===== src/rtl/fabric_cfg_pkg.sv =====
// Shared constants, field map and state type for the fabric configuration loader.
package fabric_cfg_pkg;

  localparam int unsigned CFG_BITS = 833;
  localparam int unsigned SYNC_W   = 16;
  localparam int unsigned CRC_W    = 8;
  // Wide enough to count every payload bit.
  localparam int unsigned CNT_W    = 10;

  localparam logic [SYNC_W-1:0] SYNC_WORD = 16'hA5C3;
  localparam logic [CRC_W-1:0]  CRC_POLY  = 8'h07;

  // Field widths and LSB offsets inside the shadow register. The first payload bit
  // received ends up in the MSB of the shadow, i.e. the MSB of iostream.
  localparam int unsigned IO_W    = 20;
  localparam int unsigned IO_LSB  = 813;
  localparam int unsigned CB1_W   = 300;
  localparam int unsigned CB1_LSB = 513;
  localparam int unsigned CBLR_W  = 120;
  localparam int unsigned CBLR_LSB = 393;
  localparam int unsigned MUX_W   = 9;
  localparam int unsigned MUX_LSB = 384;
  localparam int unsigned LUT_W   = 144;
  localparam int unsigned LUT_LSB = 240;
  localparam int unsigned SB_W    = 240;
  localparam int unsigned SB_LSB  = 0;

  localparam logic [CNT_W-1:0] LAST_PAYLOAD_CNT = CNT_W'(CFG_BITS - 1);
  localparam logic [CNT_W-1:0] LAST_CRC_CNT     = CNT_W'(CRC_W - 1);

  typedef enum logic [2:0] {HUNT, LOAD, CRC, DONE, ERROR} cfg_state_e;

  // One MSB-first serial step of CRC-8 (poly 0x07, no reflection).
  function automatic logic [CRC_W-1:0] crc8_step(input logic [CRC_W-1:0] crc,
                                                 input logic din);
    logic fb;
    fb = crc[CRC_W-1] ^ din;
    return {crc[CRC_W-2:0], 1'b0} ^ (fb ? CRC_POLY : '0);
  endfunction

endpackage


===== src/rtl/crc8_serial.sv =====
// Bit-serial CRC-8 accumulator; clr wins over en.
module crc8_serial
  import fabric_cfg_pkg::*;
(
  input  logic             clk,
  input  logic             reset,
  input  logic             clr,
  input  logic             en,
  input  logic             din,
  output logic [CRC_W-1:0] crc
);

  // CRC register: cleared at frame start, advanced once per payload bit.
  always_ff @(posedge clk or posedge reset) begin
    if (reset) begin
      crc <= '0;
    end else if (clr) begin
      crc <= '0;
    end else if (en) begin
      crc <= crc8_step(crc, din);
    end
  end

endmodule


===== src/rtl/fabric_config_loader.sv =====
// Serial configuration loader: hunts a sync word, shifts a payload into a shadow
// register, checks its CRC and commits it atomically to the fabric config buses.
module fabric_config_loader
  import fabric_cfg_pkg::*;
(
  input  logic                clk,
  input  logic                reset,
  input  logic                cfg_din,
  input  logic                cfg_valid,
  input  logic                restart,
  output logic [IO_W-1:0]     iostream,
  output logic [CB1_W-1:0]    cbstream1,
  output logic [CBLR_W-1:0]   cbstreamleft_or_right,
  output logic [MUX_W-1:0]    clb_mux_sel,
  output logic [LUT_W-1:0]    bitstream,
  output logic [SB_W-1:0]     sbstream,
  output logic                cfg_done,
  output logic                cfg_error,
  output logic                busy
);

  cfg_state_e           state_q, state_d;
  // Only the last 15 history bits are kept; the 16th comes straight from cfg_din.
  logic [SYNC_W-2:0]    sync_q, sync_d;
  logic [CNT_W-1:0]     cnt_q, cnt_d;
  logic [CRC_W-2:0]     rx_crc_q, rx_crc_d;
  logic [CFG_BITS-1:0]  shadow_q;
  logic [CRC_W-1:0]     crc_val;
  logic                 crc_clr, crc_en, shadow_en, commit;

  crc8_serial u_crc (
    .clk   (clk),
    .reset (reset),
    .clr   (crc_clr),
    .en    (crc_en),
    .din   (cfg_din),
    .crc   (crc_val)
  );

  // Next-state logic; restart overrides any valid bit in the same cycle.
  always_comb begin
    state_d   = state_q;
    sync_d    = sync_q;
    cnt_d     = cnt_q;
    rx_crc_d  = rx_crc_q;
    crc_clr   = 1'b0;
    crc_en    = 1'b0;
    shadow_en = 1'b0;
    commit    = 1'b0;
    if (restart) begin
      state_d = HUNT;
      sync_d  = '0;
      cnt_d   = '0;
      crc_clr = 1'b1;
    end else if (cfg_valid) begin
      unique case (state_q)
        HUNT: begin
          sync_d = {sync_q[SYNC_W-3:0], cfg_din};
          if ({sync_q, cfg_din} == SYNC_WORD) begin
            state_d = LOAD;
            sync_d  = '0;
            cnt_d   = '0;
            crc_clr = 1'b1;
          end
        end
        LOAD: begin
          shadow_en = 1'b1;
          crc_en    = 1'b1;
          if (cnt_q == LAST_PAYLOAD_CNT) begin
            state_d = CRC;
            cnt_d   = '0;
          end else begin
            cnt_d = cnt_q + 1'b1;
          end
        end
        CRC: begin
          rx_crc_d = {rx_crc_q[CRC_W-3:0], cfg_din};
          if (cnt_q == LAST_CRC_CNT) begin
            cnt_d = '0;
            if ({rx_crc_q, cfg_din} == crc_val) begin
              state_d = DONE;
              commit  = 1'b1;
            end else begin
              state_d = ERROR;
            end
          end else begin
            cnt_d = cnt_q + 1'b1;
          end
        end
        DONE, ERROR: ;
        default: state_d = HUNT;
      endcase
    end
  end

  // Control state registers.
  always_ff @(posedge clk or posedge reset) begin
    if (reset) begin
      state_q  <= HUNT;
      sync_q   <= '0;
      cnt_q    <= '0;
      rx_crc_q <= '0;
    end else begin
      state_q  <= state_d;
      sync_q   <= sync_d;
      cnt_q    <= cnt_d;
      rx_crc_q <= rx_crc_d;
    end
  end

  // Shadow register: first payload bit migrates up to the MSB.
  always_ff @(posedge clk or posedge reset) begin
    if (reset) begin
      shadow_q <= '0;
    end else if (shadow_en) begin
      shadow_q <= {shadow_q[CFG_BITS-2:0], cfg_din};
    end
  end

  // Committed buses: updated only on a CRC-good frame, survive restart.
  always_ff @(posedge clk or posedge reset) begin
    if (reset) begin
      iostream              <= '0;
      cbstream1             <= '0;
      cbstreamleft_or_right <= '0;
      clb_mux_sel           <= '0;
      bitstream             <= '0;
      sbstream              <= '0;
    end else if (commit) begin
      iostream              <= shadow_q[IO_LSB +: IO_W];
      cbstream1             <= shadow_q[CB1_LSB +: CB1_W];
      cbstreamleft_or_right <= shadow_q[CBLR_LSB +: CBLR_W];
      clb_mux_sel           <= shadow_q[MUX_LSB +: MUX_W];
      bitstream             <= shadow_q[LUT_LSB +: LUT_W];
      sbstream              <= shadow_q[SB_LSB +: SB_W];
    end
  end

  // Status flags decoded from the current state.
  always_comb begin
    busy      = (state_q == LOAD) || (state_q == CRC);
    cfg_done  = (state_q == DONE);
    cfg_error = (state_q == ERROR);
  end

endmodule


===== config.mk =====
export PLATFORM = sky130hd
export DESIGN_NAME = fabric_config_loader
export DESIGN_NICKNAME = d
export VERILOG_FILES = /design/src/rtl/fabric_cfg_pkg.sv /design/src/rtl/crc8_serial.sv /design/src/rtl/fabric_config_loader.sv
export SDC_FILE = /design/constraint.sdc
export NUM_CORES = 2
export LEC_CHECK = 0
export ABC_AREA = 1
export BUFFER_PORTS_ARGS = -buffer_cell sky130_fd_sc_hd__buf_2
export CELL_PAD_IN_SITES_DETAIL_PLACEMENT = 1
export CELL_PAD_IN_SITES_GLOBAL_PLACEMENT = 1
export CORE_AREA = 3 3 370 372
export CTS_BUF_LIST = sky130_fd_sc_hd__clkbuf_4 sky130_fd_sc_hd__clkbuf_8 sky130_fd_sc_hd__clkbuf_16
export DETAILED_ROUTE_END_ITERATION = 16
export DIE_AREA = 0 0 373 375
export HOLD_SLACK_MARGIN = 0.05
export PLACE_DENSITY = 0.85
export SYNTH_ARGS = -nofsm -noshare
export SYNTH_HDL_FRONTEND = slang
export SYNTH_SLANG_ARGS = --single-unit

===== constraint.sdc =====
create_clock -name clk -period 164.8 [get_ports clk]
set_input_delay 32.96 -clock clk [delete_from_list [all_inputs] [get_ports clk]]
set_output_delay 32.96 -clock clk [all_outputs]
set_load 0.02 [all_outputs]

==> Word-level counts from Yosys, hierarchy flattened <==
Cells that the tools add are included.
{ "word_totals": {"reg_bits": 1709, "in_bits": 5, "out_inout_bits": 836, "word_cells": 71} }
{ "classes": {"add_sub_neg": 1, "n_eq_ne": 12, "mux": 32, "n_bitwise": 3, "n_reduce_logical": 11} }
{ "ops": {"columns": ["cell", "n"], "rows": [
  ["$mux 15", 4],
  ["$mux 10", 5],
  ["$pmux 10 s3", 1],
  ["$mux 3", 7],
  ["$eq 16x16->1 const B", 1],
  ["$mux 8", 2],
  ["$mux 1", 12],
  ["$pmux 3 s4", 1],
  ["$add 10x1->10 const B", 1],
  ["$eq 10x10->1 const B", 1],
  ["$eq 10x3->1 const B", 1],
  ["$ne 3x3->1 const B", 3],
  ["$eq 8x8->1", 1],
  ["$xor 8x8->8", 1],
  ["$eq 3x2->1 const B", 2],
  ["$reduce_and 3->1", 2],
  ["$reduce_bool 2->1", 3],
  ["$reduce_and 5->1", 1],
  ["$reduce_bool 4->1", 1],
  ["$eq 3x1->1 const B", 1],
  ["$eq 3x3->1 const B", 1],
  ["$logic_not 3->1", 1],
  ["$ne 2x2->1 const B", 1],
  ["$reduce_and 2->1", 1],
  ["other kinds (4)", 4]
]} }

==> Logic depth before layout (Yosys ltp) <==
{ "depth": {"word_depth": 6, "depth_mapped": 13, "mapped_depth_nobuf": 12} }

==> Hierarchy <==
Synthesis repeated with hierarchy kept, for this count alone.
{ "hier_totals": {"hier_cells": 6561, "area_unflattened_um2": 63656.1} }
{ "by_module_without_submodules": {"columns": ["module", "n_inst", "cells_each", "area_per_inst_um2", "seq_area_each_um2"], "rows": [
  ["fabric_config_loader", 1, 6517, 63283.2, 42565.8],
  ["crc8_serial", 1, 44, 372.9, 200.2]
]} }

==> Worst setup path after synthesis <==
No wires, ideal clock.
{ "synth_path": {"kind": "input port to flip-flop", "start": "in cfg_din", "end": "reg cbstream1[232]", "setup_time_ns": 0.131, "arrival_ns": 34.142, "t_required_ns": 164.669, "path_slack_ns": 130.527, "stages": 13, "path_buffers": 4, "path_cell_list": "inv_1 > nand2_1 > nand2_1 > nand2_1 > nor2_1 > and2_1 > buf_6 > nand2_2 > buf_6 > buf_6 > buf_4 > nand2_1 > o21ai_0"} }
{ "synth_between": {"elab_chain_cells": 6} }
{ "synth_lines": {"columns": ["element", "line", "rtl"], "rows": [
  ["start: declaration", "fabric_config_loader.sv:8", "input logic cfg_din,"],
  ["$eq 8x8->1", "fabric_config_loader.sv:80", "if ({rx_crc_q, cfg_din} == crc_val) begin"],
  ["$mux 1", "fabric_config_loader.sv:80", null],
  ["$mux 1", "fabric_config_loader.sv:78", "if (cnt_q == LAST_CRC_CNT) begin"],
  ["$mux 1", "fabric_config_loader.sv:56", "unique case (state_q)"],
  ["$mux 1", "fabric_config_loader.sv:55", "end else if (cfg_valid) begin"],
  ["$mux 1", "fabric_config_loader.sv:50", "if (restart) begin"],
  ["end signal: assignment", "fabric_config_loader.sv:131", "cbstream1 <= shadow_q[CB1_LSB +: CB1_W];"],
  ["end: declaration", "fabric_config_loader.sv:12", "output logic [CB1_W-1:0] cbstream1,"]
]} }
No other way between the ends.
A chain may end at the register's enable or synchronous reset.

==> Final worst setup path <==
{ "layout_path": {"start": "in cfg_valid", "end": "reg shadow_q[435]"} }
{ "layout_between": {"elab_chain_cells": 2} }
{ "layout_lines": {"columns": ["element", "line", "rtl"], "rows": [
  ["start: declaration", "fabric_config_loader.sv:9", "input logic cfg_valid,"],
  ["$mux 1", "fabric_config_loader.sv:55", null],
  ["$mux 1", "fabric_config_loader.sv:50", null],
  ["end signal: assignment", "fabric_config_loader.sv:116", "shadow_q <= {shadow_q[CFG_BITS-2:0], cfg_din};"],
  ["end: declaration", "fabric_config_loader.sv:27", "logic [CFG_BITS-1:0] shadow_q;"]
]} }
No other way between the ends.

==> impl_metrics.ini <==
[worst_setup_path]
worst-path-buf-inv = 7
cp.required_ns = 165.40
crit_chain = buf_2, inv_1, nor2_1, nand2_4, inv_8, buf_4, buf_4, buf_4, buf_4, o21ai_0
cp.arrival_ns = 38.51
crit_type = in -> reg
cp_slowest_cell = buf_4
endpoint_kind = register
start_kind = input port
crit_fanout = 190
cpPeakStageDelay_ns = 0.94
path_delay_family = buffers and inverters
crit_top_cell = buf_4

[floorplan]
die_area_um2 = 139900
start_util_pct = 48.07
die_y_um = 375
die_x_um = 373
core_area_um2 = 133600
rows = 134
io_pins = 841

[pwr]
p_sw_share_pct = 31.09
p_int_mw = 0.8013
p_switching_mw = 0.3616
power.density_nw_per_um2 = 15.58
power_frac_seq_pct = 50.6
leakagePower_nw = 39.20
power_frac_comb_pct = 14.6
vdd_ir_drop_max_uv = 8.342
clkPwrFrac_pct = 34.8

[logic_synthesis]
synth_ff_type = dfrtp_1
synth_cell_types = 28
syn_avg_cell_area_um2 = 9.732
synthMuxAreaShare_pct = 0
synth-xor-area-share_pct = 0.08180
syn-num-nets = 6608
synth-seq-cells = 1709
synth_fa_ha_area_share_pct = 0.03895
synth-warning-count = 0
yosysSeqAreaShare_pct = 66.57
netlist_instances = 6601
synth_area_um2 = 64240
synth-edff-count = 0
synth_top_family_by_area = simple AND/OR/NAND/NOR gates
synthArstFlopShare_pct = 100.0
synth_compound_area_share_pct = 10.16
synth-simple-area-share_pct = 16.56

[finish]
layout_common_cells = nand2_1 (2183), dfrtp_1 (1709), o21ai_0 (925)
final_util_pct = 55.86
finalNonFillerCells = 9151
drive_gt1_share_pct = 16.51
nets = 7248
mostFrequentLayoutCell = nand2_1
nFillCells = 15010
area_growth_pct = 16.19

[clocking]
cts_root_buf = clkbuf_16
clk_path_buf_depth = 3
cts_sinks = 1709
cts_hold_buf = 0
ctsHtreeMaxLevel = 4
ctsResizeCount = 0
clk_latency_ns = 0.80
cts_tree = yes
cts_setup_buffers = 0
clk_pin_slew_ns = 0.06
cts_made_buffers = 173

[timing]
final_max_slew_viol_count = 0
max_freq_mhz = 26.38
tightest_slew_ns = 1.497
final.setup_skew_ns = 0.03950
rsz0062_at_grt = false
tns_ns = 0
final.min_clock_period_ns = 37.90
slew-limit-headroom_pct = 0.2028
finalSetupViolCount = 0
period_share_pct = 23.00
finalHoldViolCount = 0

[outcome]
status = finished clean

[global_route]
grt_pass1_vias = 55600
grt_max_degree = 252
grtUsageTotal_pct = 29.94
antenna_found_initial = 4
grt_first_pass_wirelength_um = 329500
grt-ovfl-total = 0

[routing]
dr.first_iter.drc_count = 4139
dr.pass1.iters = 5
via_count = 50920
wl_um = 210200
wl_per_cell_um = 22.97
via_per_inst = 5.564
ant_nets = 0
drc = 0

[place]
dp.cells = 8834
port_buffers = 840
gp_congestion = 0.8532
dp.final_hpwl_um = 127800

[worst_hold_path]
min_path_type = reg -> reg

[flow_run]
maxCapViolations = 0
==> routing by layer <==
metal / global-route usage, % / wire length [um] / vias up
met3: 7.411 / 14240 / 622
met4: 19.43 / 15260 / 6
met1: 35.16 / 78920 / 26290
li1: - / - / 22290
met2: 49.24 / 101800 / 1705
met5: 0 / 41 / -
==> cell type report <==
| type | instances | area, um2 | share of cell area [%] |
|---|---|---|---|
| timing repair buffer | 889 | 4672 | 6.259 |
| clock inverter | 39 | 430.4 | 0.5766 |
| clock buffer | 277 | 5449 | 7.300 |
| sequential | 1709 | 42770 | 57.30 |
| multi-input combinational | 3981 | 17270 | 23.13 |
| inverter | 487 | 1843 | 2.469 |
| tap | 1768 | 2212 | 2.964 |
| antenna | 1 | 2.502 | 0.003353 |
==> logic make-up after synthesis <==
kind of cell             count (synthesis)
buffers and inverters                  911
AO/OA/AOI/OAI                         1303
flip-flops                            1709
adder cells (fa/ha/maj)                  2
AND/OR/NAND/NOR                       2670
XOR/XNOR                                 6
==> path summary, 6_finish.rpt <==
path,start,to,slack (ns),depth (start not counted)
worst max register to register,state_q[0],shadow_q[435],158.68,11
worst min-delay path,sbstream[118],sbstream[118],0.47,2
max in group asynchronous,reset,shadow_q[812],128.24,6
min in group asynchronous,reset,bitstream[22],32.28,2
worst max-delay path,cfg_valid,shadow_q[435],126.90,10
worst min register to register,sbstream[118],sbstream[118],0.47,2
==> flip-flops by register name, summed over array words and instances, names as in the netlist <==
register and count:
shadow_q 833, cbstream1 300, sbstream 240, bitstream 144
cbstreamleft_or_right 120, iostream 20, sync_q 15, cnt_q 10
clb_mux_sel 9, u_crc.crc 8, rx_crc_q 7, state_q 3
==> stage by stage <==
step | hold WS [ns] | setup slack (ns) | instance area, um2 | total power, mW
6_report | 0.4687 | 126.90 | 74640 | 1.163
5_1_grt | 0.4916 | 126.42 | 74640 | 1.224
4_1_cts | 0.4686 | 127.04 | 74640 | 1.169
3_5_place_dp | 0.4530 | 126.25 | 68760 | 0.7513
3_3_place_gp | 0.4485 | 126.43 | 68760 | 0.7289
2_1_floorplan | 0.4419 | 83.60 | 64240 | 0.6886
==> tightest hold or removal path, cell delays in order, from the launching register on <==
cell and delay [ns]:
dfrtp_1 0.34, nand2_1 0.05, nand2_1 0.05
==> cell usage after synthesis, types with 2 or more instances <==
library cell / instances / area (um2)
nand2_1: 2184 / 8198
dfrtp_1: 1709 / 42770
o21ai_0: 925 / 4629
inv_1: 481 / 1805
nand3_1: 437 / 2187
o21ai_1: 365 / 1827
clkbuf_1: 190 / 713.2
buf_2: 95 / 475.5
buf_4: 73 / 548.0
buf_6: 56 / 630.6
nor2_1: 30 / 112.6
buf_1: 10 / 37.54
nand4_1: 9 / 56.30
a21oi_1: 8 / 40.04
inv_2: 5 / 18.77
o22ai_1: 4 / 25.02
nor3_1: 3 / 15.01
xnor2_1: 3 / 26.28
xor2_1: 3 / 26.28
ha_1: 2 / 25.02
nand2_2: 2 / 12.51
==> power by group through the flow <==
stage | Sequential (mW) | Clock [mW] | Combinational [mW]
CTS | 0.586 | 0.411 | 0.172
detailed placement | 0.589 | 0 | 0.162
global route | 0.597 | 0.430 | 0.197
floorplan | 0.572 | 0 | 0.117
finish | 0.588 | 0.405 | 0.170
global placement | 0.582 | 0 | 0.147
(Power assumes the default switching activity.)
